$ cat src/rtl/bomb_pkg.sv
// Shared types and helpers for the bomb subsystem.
// Used by the dispatcher, player and map blocks.
package bomb_pkg;

  localparam int TILE_SHIFT_DEFAULT = 5;

  typedef logic signed [10:0] coord_t;

  typedef enum logic [1:0] {
    S_IDLE,
    S_DECIDE,
    S_ISSUE,
    S_WAIT_ACK
  } disp_state_t;

  // Round to the nearest tile corner; the 11-bit wrap is intentional.
  function automatic coord_t snap_coord(
    input coord_t v,
    input int     sh
  );
    logic [10:0] t;
    if (v < 0) return '0;
    t = v + (11'd1 << (sh - 1));
    t = (t >> sh) << sh;
    return t;
  endfunction

endpackage

$ cat src/rtl/rr_arbiter.sv
// Round-robin arbiter; the pointer moves past the winner
// whenever the advance strobe is raised with a request present.
module rr_arbiter #(
  parameter int N = 2,
  parameter int W = (N > 1) ? $clog2(N) : 1
) (
  input  logic         clk,
  input  logic         resetN,
  input  logic [N-1:0] req,
  input  logic         advance,
  output logic [N-1:0] grant,
  output logic [W-1:0] idx
);

  logic [W-1:0] ptr_q, ptr_d;
  logic         found;

  always_comb begin
    found = 1'b0;
    idx   = '0;
    grant = '0;
    for (int i = 0; i < N; i++) begin
      if (!found && req[(int'(ptr_q) + i) % N]) begin
        found = 1'b1;
        idx   = W'((int'(ptr_q) + i) % N);
      end
    end
    if (found) grant[idx] = 1'b1;
  end

  always_comb begin
    ptr_d = ptr_q;
    if (advance && found) ptr_d = W'((int'(idx) + 1) % N);
  end

  always_ff @(posedge clk or negedge resetN) begin
    if (!resetN) ptr_q <= '0;
    else         ptr_q <= ptr_d;
  end

endmodule

$ cat src/rtl/bomb_dispatcher.sv
// Hands out bomb_fsm slots to players: snaps positions to tiles,
// enforces per-player limits and one bomb per tile.
module bomb_dispatcher
  import bomb_pkg::*;
#(
  parameter int NUM_SLOTS      = 4,
  parameter int NUM_PLAYERS    = 2,
  parameter int MAX_PER_PLAYER = 2,
  parameter int TILE_SHIFT     = TILE_SHIFT_DEFAULT,
  parameter int ACK_TIMEOUT    = 4
) (
  input  logic                          clk,
  input  logic                          resetN,
  input  logic   [NUM_PLAYERS-1:0]      place_req,
  input  coord_t [NUM_PLAYERS-1:0]      player_x,
  input  coord_t [NUM_PLAYERS-1:0]      player_y,
  input  logic   [NUM_SLOTS-1:0]        slot_exist,
  input  logic   [NUM_SLOTS-1:0]        slot_exploded,
  output logic   [NUM_SLOTS-1:0]        slot_init,
  output coord_t [NUM_SLOTS-1:0]        slot_x,
  output coord_t [NUM_SLOTS-1:0]        slot_y,
  output logic   [NUM_PLAYERS-1:0]      place_ack,
  output logic   [NUM_PLAYERS-1:0]      place_nack,
  output logic   [NUM_PLAYERS-1:0][1:0] live_count,
  output logic                          slot_fault
);

  localparam int PW = (NUM_PLAYERS > 1) ? $clog2(NUM_PLAYERS) : 1;
  localparam int SW = (NUM_SLOTS > 1) ? $clog2(NUM_SLOTS) : 1;
  localparam int TW = $clog2(ACK_TIMEOUT + 1);

  typedef logic [PW-1:0] pid_t;
  typedef logic [SW-1:0] sid_t;

  disp_state_t                 state_q, state_d;
  logic   [NUM_PLAYERS-1:0]    pending_q, pending_d;
  coord_t [NUM_PLAYERS-1:0]    req_x_q, req_x_d;
  coord_t [NUM_PLAYERS-1:0]    req_y_q, req_y_d;
  logic   [NUM_SLOTS-1:0]      reserved_q, reserved_d;
  logic   [NUM_SLOTS-1:0]      exploded_q;
  pid_t   [NUM_SLOTS-1:0]      owner_q, owner_d;
  coord_t [NUM_SLOTS-1:0]      slot_x_q, slot_x_d;
  coord_t [NUM_SLOTS-1:0]      slot_y_q, slot_y_d;
  logic [NUM_PLAYERS-1:0][1:0] count_q, count_d;
  sid_t                        cur_slot_q, cur_slot_d;
  pid_t                        cur_player_q, cur_player_d;
  logic [TW-1:0]               timer_q, timer_d;
  logic                        fault_q, fault_d;

  logic [NUM_PLAYERS-1:0] rr_grant;
  pid_t                   rr_idx;
  logic                   rr_adv;
  logic [NUM_SLOTS-1:0]   grant_mask;
  logic [NUM_SLOTS-1:0]   fault_clr;
  logic [NUM_SLOTS-1:0]   clr;
  logic [NUM_PLAYERS-1:0] inc;
  logic                   free_found;
  logic                   dup_hit;
  sid_t                   free_idx;

  assign rr_adv = (state_q == S_DECIDE);

  rr_arbiter #(
    .N (NUM_PLAYERS),
    .W (PW)
  ) u_rr (
    .clk     (clk),
    .resetN  (resetN),
    .req     (pending_q),
    .advance (rr_adv),
    .grant   (rr_grant),
    .idx     (rr_idx)
  );

  always_comb begin
    free_found = 1'b0;
    free_idx   = '0;
    dup_hit    = 1'b0;
    for (int s = 0; s < NUM_SLOTS; s++) begin
      if (!reserved_q[s] && !free_found) begin
        free_found = 1'b1;
        free_idx   = sid_t'(s);
      end
      if (reserved_q[s] &&
          slot_x_q[s] == req_x_q[rr_idx] &&
          slot_y_q[s] == req_y_q[rr_idx])
        dup_hit = 1'b1;
    end
  end

  always_comb begin
    state_d      = state_q;
    pending_d    = pending_q;
    req_x_d      = req_x_q;
    req_y_d      = req_y_q;
    owner_d      = owner_q;
    slot_x_d     = slot_x_q;
    slot_y_d     = slot_y_q;
    cur_slot_d   = cur_slot_q;
    cur_player_d = cur_player_q;
    timer_d      = timer_q;
    fault_d      = fault_q;
    grant_mask   = '0;
    fault_clr    = '0;
    inc          = '0;
    slot_init    = '0;
    place_ack    = '0;
    place_nack   = '0;

    for (int p = 0; p < NUM_PLAYERS; p++) begin
      if (place_req[p] && !pending_q[p]) begin
        pending_d[p] = 1'b1;
        req_x_d[p]   = snap_coord(player_x[p], TILE_SHIFT);
        req_y_d[p]   = snap_coord(player_y[p], TILE_SHIFT);
      end
    end

    unique case (state_q)
      S_IDLE: begin
        if (|pending_d) state_d = S_DECIDE;
      end
      S_DECIDE: begin
        pending_d = pending_d & ~rr_grant;
        if (int'(count_q[rr_idx]) >= MAX_PER_PLAYER ||
            !free_found || dup_hit) begin
          place_nack = rr_grant;
          state_d    = S_IDLE;
        end else begin
          grant_mask[free_idx] = 1'b1;
          inc                  = rr_grant;
          owner_d[free_idx]    = rr_idx;
          slot_x_d[free_idx]   = req_x_q[rr_idx];
          slot_y_d[free_idx]   = req_y_q[rr_idx];
          cur_slot_d           = free_idx;
          cur_player_d         = rr_idx;
          state_d              = S_ISSUE;
        end
      end
      S_ISSUE: begin
        slot_init[cur_slot_q]   = 1'b1;
        place_ack[cur_player_q] = 1'b1;
        timer_d                 = '0;
        state_d                 = S_WAIT_ACK;
      end
      S_WAIT_ACK: begin
        if (slot_exist[cur_slot_q]) begin
          state_d = S_IDLE;
        end else if (timer_q == TW'(ACK_TIMEOUT - 1)) begin
          fault_clr[cur_slot_q] = 1'b1;
          fault_d               = 1'b1;
          state_d               = S_IDLE;
        end else begin
          timer_d = timer_q + TW'(1);
        end
      end
      default: state_d = S_IDLE;
    endcase
  end

  // A slot freed by both a release and a timeout is counted once.
  always_comb begin
    int n;
    n          = 0;
    clr        = (exploded_q & ~slot_exploded & reserved_q) | fault_clr;
    reserved_d = (reserved_q & ~clr) | grant_mask;
    for (int p = 0; p < NUM_PLAYERS; p++) begin
      n = int'(count_q[p]) + (inc[p] ? 1 : 0);
      for (int s = 0; s < NUM_SLOTS; s++) begin
        if (clr[s] && owner_q[s] == pid_t'(p)) n = n - 1;
      end
      if (n < 0) n = 0;
      if (n > MAX_PER_PLAYER) n = MAX_PER_PLAYER;
      count_d[p] = 2'(n);
    end
  end

  always_ff @(posedge clk or negedge resetN) begin
    if (!resetN) begin
      state_q      <= S_IDLE;
      pending_q    <= '0;
      req_x_q      <= '0;
      req_y_q      <= '0;
      reserved_q   <= '0;
      exploded_q   <= '0;
      owner_q      <= '0;
      slot_x_q     <= '0;
      slot_y_q     <= '0;
      count_q      <= '0;
      cur_slot_q   <= '0;
      cur_player_q <= '0;
      timer_q      <= '0;
      fault_q      <= 1'b0;
    end else begin
      state_q      <= state_d;
      pending_q    <= pending_d;
      req_x_q      <= req_x_d;
      req_y_q      <= req_y_d;
      reserved_q   <= reserved_d;
      exploded_q   <= slot_exploded;
      owner_q      <= owner_d;
      slot_x_q     <= slot_x_d;
      slot_y_q     <= slot_y_d;
      count_q      <= count_d;
      cur_slot_q   <= cur_slot_d;
      cur_player_q <= cur_player_d;
      timer_q      <= timer_d;
      fault_q      <= fault_d;
    end
  end

  assign slot_x     = slot_x_q;
  assign slot_y     = slot_y_q;
  assign live_count = count_q;
  assign slot_fault = fault_q;

endmodule

$ cat config.mk
export PLATFORM = sky130hd
export DESIGN_NAME = bomb_dispatcher
export DESIGN_NICKNAME = d
export VERILOG_FILES = /design/src/rtl/bomb_pkg.sv /design/src/rtl/rr_arbiter.sv /design/src/rtl/bomb_dispatcher.sv
export SDC_FILE = /design/constraint.sdc
export NUM_CORES = 1
export LEC_CHECK = 0
export ABC_AREA = 1
export BUFFER_PORTS_ARGS = -buffer_cell sky130_fd_sc_hd__buf_2
export CAP_MARGIN = 0
export CORE_MARGIN = 2
export CORE_UTILIZATION = 29
export CTS_BUF_LIST = sky130_fd_sc_hd__clkbuf_16
export CTS_CLUSTER_DIAMETER = 50
export DETAILED_ROUTE_END_ITERATION = 16
export PLACE_DENSITY = 0.56
export SYNTH_ARGS = -nofsm -noshare
export SYNTH_HDL_FRONTEND = slang
export SYNTH_SLANG_ARGS = --single-unit
$ cat constraint.sdc
create_clock -name clk -period 7.4 [get_ports clk]
set_clock_uncertainty 0.2 [all_clocks]
set_input_delay 1.48 -clock clk [delete_from_list [all_inputs] [get_ports clk]]
set_output_delay 1.48 -clock clk [all_outputs]
set_load 0.1 [all_outputs]
# == Word-level counts from Yosys, hierarchy flattened ==
# Index checks and enable logic that the tools add are counted.
# word_totals
ff_bits,160
in_bits,56
output_inout_bits,101
# op_classes
n_addsub,17
order_cmp,19
n_eq_ne,16
n_mux,94
bitwise,16
n_reduce_logical,45
# op_table
op,n
$mux W32,10
$sub A32 B2 Y32 const B,6
$mux W11,13
$bwmux W44,2
$eq A11 B11 Y1,8
$gt A32 B3 Y1 const B,2
$lt A32 B1 Y1 const B,2
$add A11 B5 Y11 const B,4
$lt A11 B1 Y1 const B,4
$mux W1,35
$mux W2,17
$logic_and A1 B1 Y1,27
$mux W4,6
$demux W11 S2,1
$and A4 B4 Y4,3
$logic_not A1 Y1,9
$lt A2 B3 Y1 const B,3
$not A4 Y4,2
$or A4 B4 Y4,2
$pmux W2 S4,1
$sub A3 B1 Y4 const B,2
$add A2 B1 Y3,2
$lt A1 B2 Y1 const B,3
$mux W3,2
25 further kinds,41

# == Longest topological paths before layout ==
# Gate-level depths: netlist of the first run.
# depth
word_depth,33
ltp_mapped,45

# == By module ==
# From an unflattened synthesis of the first run, not the netlist that was laid out.
# unflattened
hier_cells,1158
hier_area_um2,8264.2
# by_module_without_submodules
mod,n_inst,cells_per_inst,area_per_inst_um2
bomb_dispatcher,1,1149,8196.6
rr_arbiter,1,9,67.6

# == Worst setup path after synthesis of the first run ==
# Ideal clock, no wire load.
# synth_timing
path_type,register to register
start,register pending_q[0]
end,"register count_q, in the netlist live_count[3]"
setup_time_ns,0.113
arrival_ns,4.986
t_required_ns,7.087
setup_slack_ns,2.101
stages_incl_launch_ff,36
synth_period_minus_slack_ns,5.299
path_cell_list,dfrtp_1 -> nand2_1 -> nand2_2 -> buf_2 -> o21ai_0 -> clkinv_1 -> nand2_1 -> o21ai_0 -> a211oi_1 -> nand4_1 -> nand4_4 -> nor2_1 -> ha_1 -> inv_1 -> ha_1 -> inv_1 -> ha_1 -> nand3_1 -> nand2_2 -> ha_1 -> nand2_1 -> nand2_1 -> ha_1 -> or2_2 -> o21ai_1 -> inv_1 -> ha_1 -> nand2_1 -> o21ai_0 -> inv_1 -> a211oi_1 -> nand3_1 -> nor2_2 -> nand3_1 -> nand2_1 -> inv_1
# synth_rtl
item,line,source
start: declaration,bomb_dispatcher.sv:36,"logic [NUM_PLAYERS-1:0] pending_q, pending_d;"
start signal: assignment,bomb_dispatcher.sv:195,pending_q <= pending_d;
end signal: assignment,bomb_dispatcher.sv:203,count_q <= count_d;
end: declaration,bomb_dispatcher.sv:44,"logic [NUM_PLAYERS-1:0][1:0] count_q, count_d;"

==> impl_metrics.toml, run 1 <==
[status]
status = "completed"

[cells_and_area]
design_area_um2 = 9410
layout.nets = 1341
layout-drive-gt1-share_pct = 21.2
n_antenna_cell = 0
instances_no_fill = 1641
area_delta_synth_final_pct = 12.0
final_cell_utilization_of_the_core_pct = 32.9

[worst_setup_path]
timing.critical_path.mode_cell = "sky130_fd_sc_hd__nand2_1"
setup.worst_path.start_class = "register"
cp_slowest_cell = "sky130_fd_sc_hd__o21ai_0"
critical_path_class = "reg2reg"
crit-reg2reg-launch = "pending_q[0]"
ff2ff_path_depth = 40
timing.critical_path.max_delay_family = "simple AND/OR/NAND/NOR gates"
critPathRequiredTime_ps = 7440
cp_num_cells = 40
maximum_fanout_along_the_worst_path = 25
worstSetupEndpointType = "register"
worst-endpoint-arrival_ps = 6660
path_buf_inv = 6
critPathMaxStageDelay_ps = 660
crit_start = "pending_q[0]"

[route]
remaining_drc_errors = 0
final_antenna_net_count = 0
finalWirelength_um = 22400
avgRoutedWirePerCell_um = 13.7
via_count = 7587
drt_iter0_drc = 555
drt_pre_antenna_iters = 5
vias_per_cell = 4.62

[yosys]
sequential_share_of_the_synthesized_area_pct = 29.8
synth_edf_count = 0
yosys_register_bits = 100
yosys.cell_count.top_type = "sky130_fd_sc_hd__nand2_1"
yosys.area.top_type = "sky130_fd_sc_hd__dfrtp_1"
synth.top_cells.by_count = "268 x sky130_fd_sc_hd__nand2_1, 121 x sky130_fd_sc_hd__inv_1, 106 x sky130_fd_sc_hd__nor2_1, 100 x sky130_fd_sc_hd__dfrtp_1, 89 x sky130_fd_sc_hd__o21ai_0"
yosysTopAreaCellShare_pct = 29.8
synth_async_sr_flop_share_pct = 100
post_synthesis_cells = 1162
ys_warn_count = 0
yosys_most_used_dff = "sky130_fd_sc_hd__dfrtp_1"
yosysUniqueCellTypes = 58
syn-mean-instance-area_um2 = 7.23
synth_mux_area_share_pct = 0.938
yosys.area_share.xor_xnor_pct = 4.09
syn-cell-area_um2 = 8400
synth_compound_area_share_pct = 11.4
main_combinational_cell_family_by_area_after_synthesis = "simple AND/OR/NAND/NOR gates"
post_synth_main_area_contributors = "sky130_fd_sc_hd__dfrtp_1 30%, sky130_fd_sc_hd__nand2_1 12%, sky130_fd_sc_hd__inv_1 5.4%"
yosys.area_share.adder_pct = 4.76
synthSimpleGateAreaFrac_pct = 37.2

[sta]
timing.final.ws_setup_ps = 774
finalSetupTns_ps = 0
fin_worst_hold_slack_ps = 291
setup_viol = 0
rsz0062_at_grt = "false"
max_freq_mhz = 151
finalWorstPathRequiredPeriod_ps = 6630
worst-slew-pin-transition_ps = 910
slew-limit-headroom_pct = 39.3
finalCritPeriodShare_pct = 89.5
finalHoldViolCount = 0
slew_viol_final = 0

[min_path]
hold_path_start = "req_x_q[6]"
holdPathStages = 2
hold_path_class = "reg2reg"

[die]
die_height_um = 174
die_area_um2 = 30400
fp_rows = 62
floorplan.initialDensity_pct = 29.4
dieWidth_um = 174
core_region_area_um2 = 28600
ios = 157

[placement]
post-dp-hpwl_um = 18100
portbufs = 100
dp.cells = 1626
post-place-ws_ps = 759
routabilityCongestion = 0.841
detailed_place.area_um2 = 9120

[clock_tree]
cts.sink_count = 100
cts.repair_timing.setup_buffer_count = 0
clock_pin_transition_on_the_worst_setup_and_hold_timing_paths_ps = 80
clock_insertion_delay_worst_skew_ps = 350
cts-root-to-sink-buffers = 2
clock-root-buffer = "sky130_fd_sc_hd__clkbuf_16"
tritoncts = "built"
cts-htree-levels = 3
post_cts_repair_resize_count = 0
holdBufCountCts = 0
cts-buffers-inserted = 9

[power_and_ir_drop]
static-leakage-power_nw = 4.83
report.power.total_mw = 3.79
pwr_density_cell_nw_per_um2 = 402
vdd.ir_drop.worst_mv = 0.341

[grt]
grt_pass1_vias = 7119
global_route.usage.total_pct = 14.8
global_route_wire_length_before_repair_um = 36400
grt_start_max_net_pins = 71
global_route.overflow_total = 0
antenna_found_initial = 0

[flow_run]
max_cap_violations = 0
==> power by group <==
part	switching [mW]	total, mW	leakage [nW]	internal [mW]
combinational	1.84	2.42	3.38	0.580
sequential	0.182	0.910	1.31	0.728
clock	0.226	0.461	0.140	0.234
==> path summary, 6_finish.rpt <==
check                                end  slack, ps
min reg2reg                   req_x_q[6]        290
max in group asynchronous     timer_q[0]       4880
min in group asynchronous     req_y_q[7]        850
min                           req_x_q[6]        290
max reg2reg                live_count[3]        770
max                        live_count[3]        770
==> cell type report <==
class	instances	area [um2]
fillers	3066	19200
clock buffers	9	225
well taps	384	480
multi-input cells	894	5060
flip-flops and latches	100	2500
inverters	144	547
clock inverters	6	62.6
repair buffers	104	533
==> worst register-to-register path, delay by kind of cell (launching register included) <==
kind,cells,cell delay [ps]
adders and majority gates,6,1460
and+or+nand+nor,26,3120
buffers and inverters,6,520
DFF,1,390
AOI/OAI and AO/OA,2,810
==> state kept, by name, indices dropped and copies added, names as in the netlist, 2 cells and up, named ones only <==
signal      flops
pending_q       2
slot_x         24
req_x_q        12
slot_y         24
reserved_q      4
owner_q         4
timer_q         3
live_count      4
exploded_q      4
req_y_q        12
cur_slot_q      2
==> placed cells by master, fill, tap and decap left out, types with 7 or more instances in the layout <==
cell | synthesis | final
sky130_fd_sc_hd__a21oi_1 | 11 | 11
sky130_fd_sc_hd__buf_2 | 10 | 99
sky130_fd_sc_hd__clkbuf_16 | 0 | 9
sky130_fd_sc_hd__conb_1 | 1 | 40
sky130_fd_sc_hd__dfrtp_1 | 100 | 100
sky130_fd_sc_hd__ha_1 | 32 | 32
sky130_fd_sc_hd__inv_1 | 121 | 121
sky130_fd_sc_hd__inv_2 | 17 | 17
sky130_fd_sc_hd__mux2_2 | 7 | 7
sky130_fd_sc_hd__nand2_1 | 268 | 268
sky130_fd_sc_hd__nand2_2 | 38 | 38
sky130_fd_sc_hd__nand2_4 | 14 | 14
sky130_fd_sc_hd__nand3_1 | 82 | 82
sky130_fd_sc_hd__nand3_2 | 13 | 13
sky130_fd_sc_hd__nand3b_1 | 7 | 7
sky130_fd_sc_hd__nand4_1 | 31 | 31
sky130_fd_sc_hd__nor2_1 | 106 | 106
sky130_fd_sc_hd__nor2_2 | 15 | 15
sky130_fd_sc_hd__nor2_4 | 11 | 11
sky130_fd_sc_hd__nor3_1 | 7 | 7
sky130_fd_sc_hd__o21ai_0 | 89 | 89
sky130_fd_sc_hd__o21ai_1 | 14 | 14
sky130_fd_sc_hd__o22ai_1 | 14 | 14
sky130_fd_sc_hd__or2_2 | 7 | 7
sky130_fd_sc_hd__xnor2_1 | 21 | 21
sky130_fd_sc_hd__xor2_1 | 12 | 12
==> metal layers <==
layer	part of all wire [%]	up-vias	track usage, %
li1	-	3898	-
met1	47	3529	19.6
met2	46	149	24.3
met3	6.5	11	4.66
met4	0.68	0	1.47
met5	0	-	0
==> logic make-up (layout without fill, tap and decap cells) <==
group,count (synthesis),after routing
multiplexers,7,7
flip-flops,100,100
buffers and inverters,207,263
AO/OA/AOI/OAI,162,162
AND/OR/NAND/NOR,618,618
other,1,40
adder cells (fa/ha/maj),32,32
XOR/XNOR,35,35
(Power assumes the default switching activity.)
==> run 2: changes to the inputs <==
--- a/config.mk
+++ b/config.mk
@@ -13,7 +13,6 @@
 export CTS_BUF_LIST = sky130_fd_sc_hd__clkbuf_16
 export CTS_CLUSTER_DIAMETER = 50
 export DETAILED_ROUTE_END_ITERATION = 16
-export PLACE_DENSITY = 0.56
 export SYNTH_ARGS = -nofsm -noshare
 export SYNTH_HDL_FRONTEND = slang
 export SYNTH_SLANG_ARGS = --single-unit
==> impl_metrics.toml, run 2 (synthesis gave the netlist of run 1 again) <==
[status]
status = "completed"

[die]
core_region_area_um2 = 28600
die_height_um = 174
fp_rows = 62
floorplan.initialDensity_pct = 29.4
dieWidth_um = 174
die_area_um2 = 30400
ios = 157

[cells_and_area]
layout-drive-gt1-share_pct = 21.1
instances_no_fill = 1642
n_antenna_cell = 0
layout.nets = 1342
most-common-layout-cells = "268 x sky130_fd_sc_hd__nand2_1, 123 x sky130_fd_sc_hd__inv_1, 106 x sky130_fd_sc_hd__nor2_1"
area_delta_synth_final_pct = 12.6
layout.cells.most_common = "sky130_fd_sc_hd__nand2_1"
final_cell_utilization_of_the_core_pct = 33.0

[grt]
global_route.overflow_total = 0
grt_util_met2_pct = 24.4
grt_pass1_vias = 7001
global_route.usage.total_pct = 14.7
most_utilized_layer_in_the_global_route_result = "met2"
grt_use_met1_pct = 20.2
antenna_found_initial = 0
global_route.usage.met3_pct = 2.10
grt_start_max_net_pins = 64
global_route_wire_length_before_repair_um = 36000

[clock_tree]
clock-root-buffer = "sky130_fd_sc_hd__clkbuf_16"
clock_pin_transition_on_the_worst_setup_and_hold_timing_paths_ps = 70
post_cts_repair_resize_count = 0
tritoncts = "built"
holdBufCountCts = 0
cts-buffers-inserted = 9
cts.sink_count = 100
cts-root-to-sink-buffers = 2
cts-htree-levels = 3
clock_insertion_delay_worst_skew_ps = 350
cts.repair_timing.setup_buffer_count = 0

[placement]
dp.cells = 1627
routabilityCongestion = 0.861
portbufs = 100
post-dp-hpwl_um = 17700

[min_path]
hold_path_class = "reg2reg"
hold_path_start = "slot_fault"

[worst_setup_path]
cp_slowest_cell = "sky130_fd_sc_hd__o21ai_0"
worst-endpoint-arrival_ps = 6420
ff2ff_path_depth = 40
crit_start = "pending_q[0]"
worst-r2r-setup-slack_ps = 1020
maximum_fanout_along_the_worst_path = 23
critPathRequiredTime_ps = 7440
critPathMaxStageDelay_ps = 510
crit-reg2reg-launch = "pending_q[0]"
timing.critical_path.mode_cell = "sky130_fd_sc_hd__nand2_1"
worstSetupEndpointType = "register"
worstSetupEndpoint = "live_count[3]"
terminus_of_the_critical_flop_to_flop_path = "live_count[3]"
setup.worst_path.start_class = "register"
critical_path_class = "reg2reg"

[route]
avgRoutedWirePerCell_um = 13.6
remaining_drc_errors = 0
vias_per_cell = 4.70
drt_iter0_drc = 526
drt_pre_antenna_iters = 5
via_count = 7720
finalWirelength_um = 22300
final_antenna_net_count = 0

[sta]
finalCritPeriodShare_pct = 86.3
slew_viol_final = 0
worst-slew-pin-transition_ps = 830
fin_worst_hold_slack_ps = 269
finalHoldViolCount = 0
setup_viol = 0
slew-limit-headroom_pct = 44.7
finalSetupTns_ps = 0
max_freq_mhz = 157
rsz0062_at_grt = "false"
finalWorstPathRequiredPeriod_ps = 6380

[flow_run]
max_cap_violations = 0

[power_and_ir_drop]
vdd.ir_drop.worst_mv = 0.307
static-leakage-power_nw = 4.86
pwr_density_cell_nw_per_um2 = 408
[run 2: cell types whose count changed in the layout (fill, tap and decap cells not counted)]
cell                        previous run  this run
sky130_fd_sc_hd__bufinv_16             0         3
sky130_fd_sc_hd__clkinv_4              4         1
sky130_fd_sc_hd__inv_8                 1         0
sky130_fd_sc_hd__buf_4                 5         6
sky130_fd_sc_hd__inv_1               121       123
sky130_fd_sc_hd__clkinv_8              1         0
[run 2: worst min-delay path by stage]
stage	to	slack [ps]	cells after the start
after floorplan	req_x_q[17]	250	2
after global placement	slot_fault	250	1
after detailed placement	slot_fault	270	1
after CTS	slot_fault	280	1
after global routing	slot_fault	280	1
final	slot_fault	270	1
[run 2: layer usage]
layer	part of all wire [%]	vias to the layer above
met3	5.4	17
met4	1.1	0
met2	47	203
li1	-	3910
met5	0	-
met1	47	3590
[run 2: final cells by class]
class                      count  area (um2)
fill                        3070       19200
multi-input combinational    894        5060
sequential                   100        2500
inverter                     144         547
timing repair buffer         105         541
tap                          384         480
clock buffer                   9         225
clock inverter                 6         106
[run 2: critical path, delay by kind of cell (launching register included)]
kind,cells,cell delay [ps]
AO/OA/AOI/OAI,2,640
buffers and inverters,6,490
flip-flops,1,390
adder cells (fa/ha/maj),6,1460
AND/OR/NAND/NOR,26,3070
[run 2: through the flow]
step,power [mW],area [um2],setup slack (ps)
6_report,3.86,9460,1020
5_1_grt,4.15,9460,305
4_1_cts,3.89,9460,931
3_5_place_dp,3.34,9130,947
3_3_place_gp,3.32,9130,1020
2_1_floorplan,2.87,8550,2100
[run 2: power by group]
| part | switching [mW] | total [mW] | internal [mW] |
|---|---|---|---|
| sequential | 0.185 | 0.914 | 0.729 |
| combinational | 1.83 | 2.41 | 0.585 |
| clock | 0.206 | 0.533 | 0.327 |
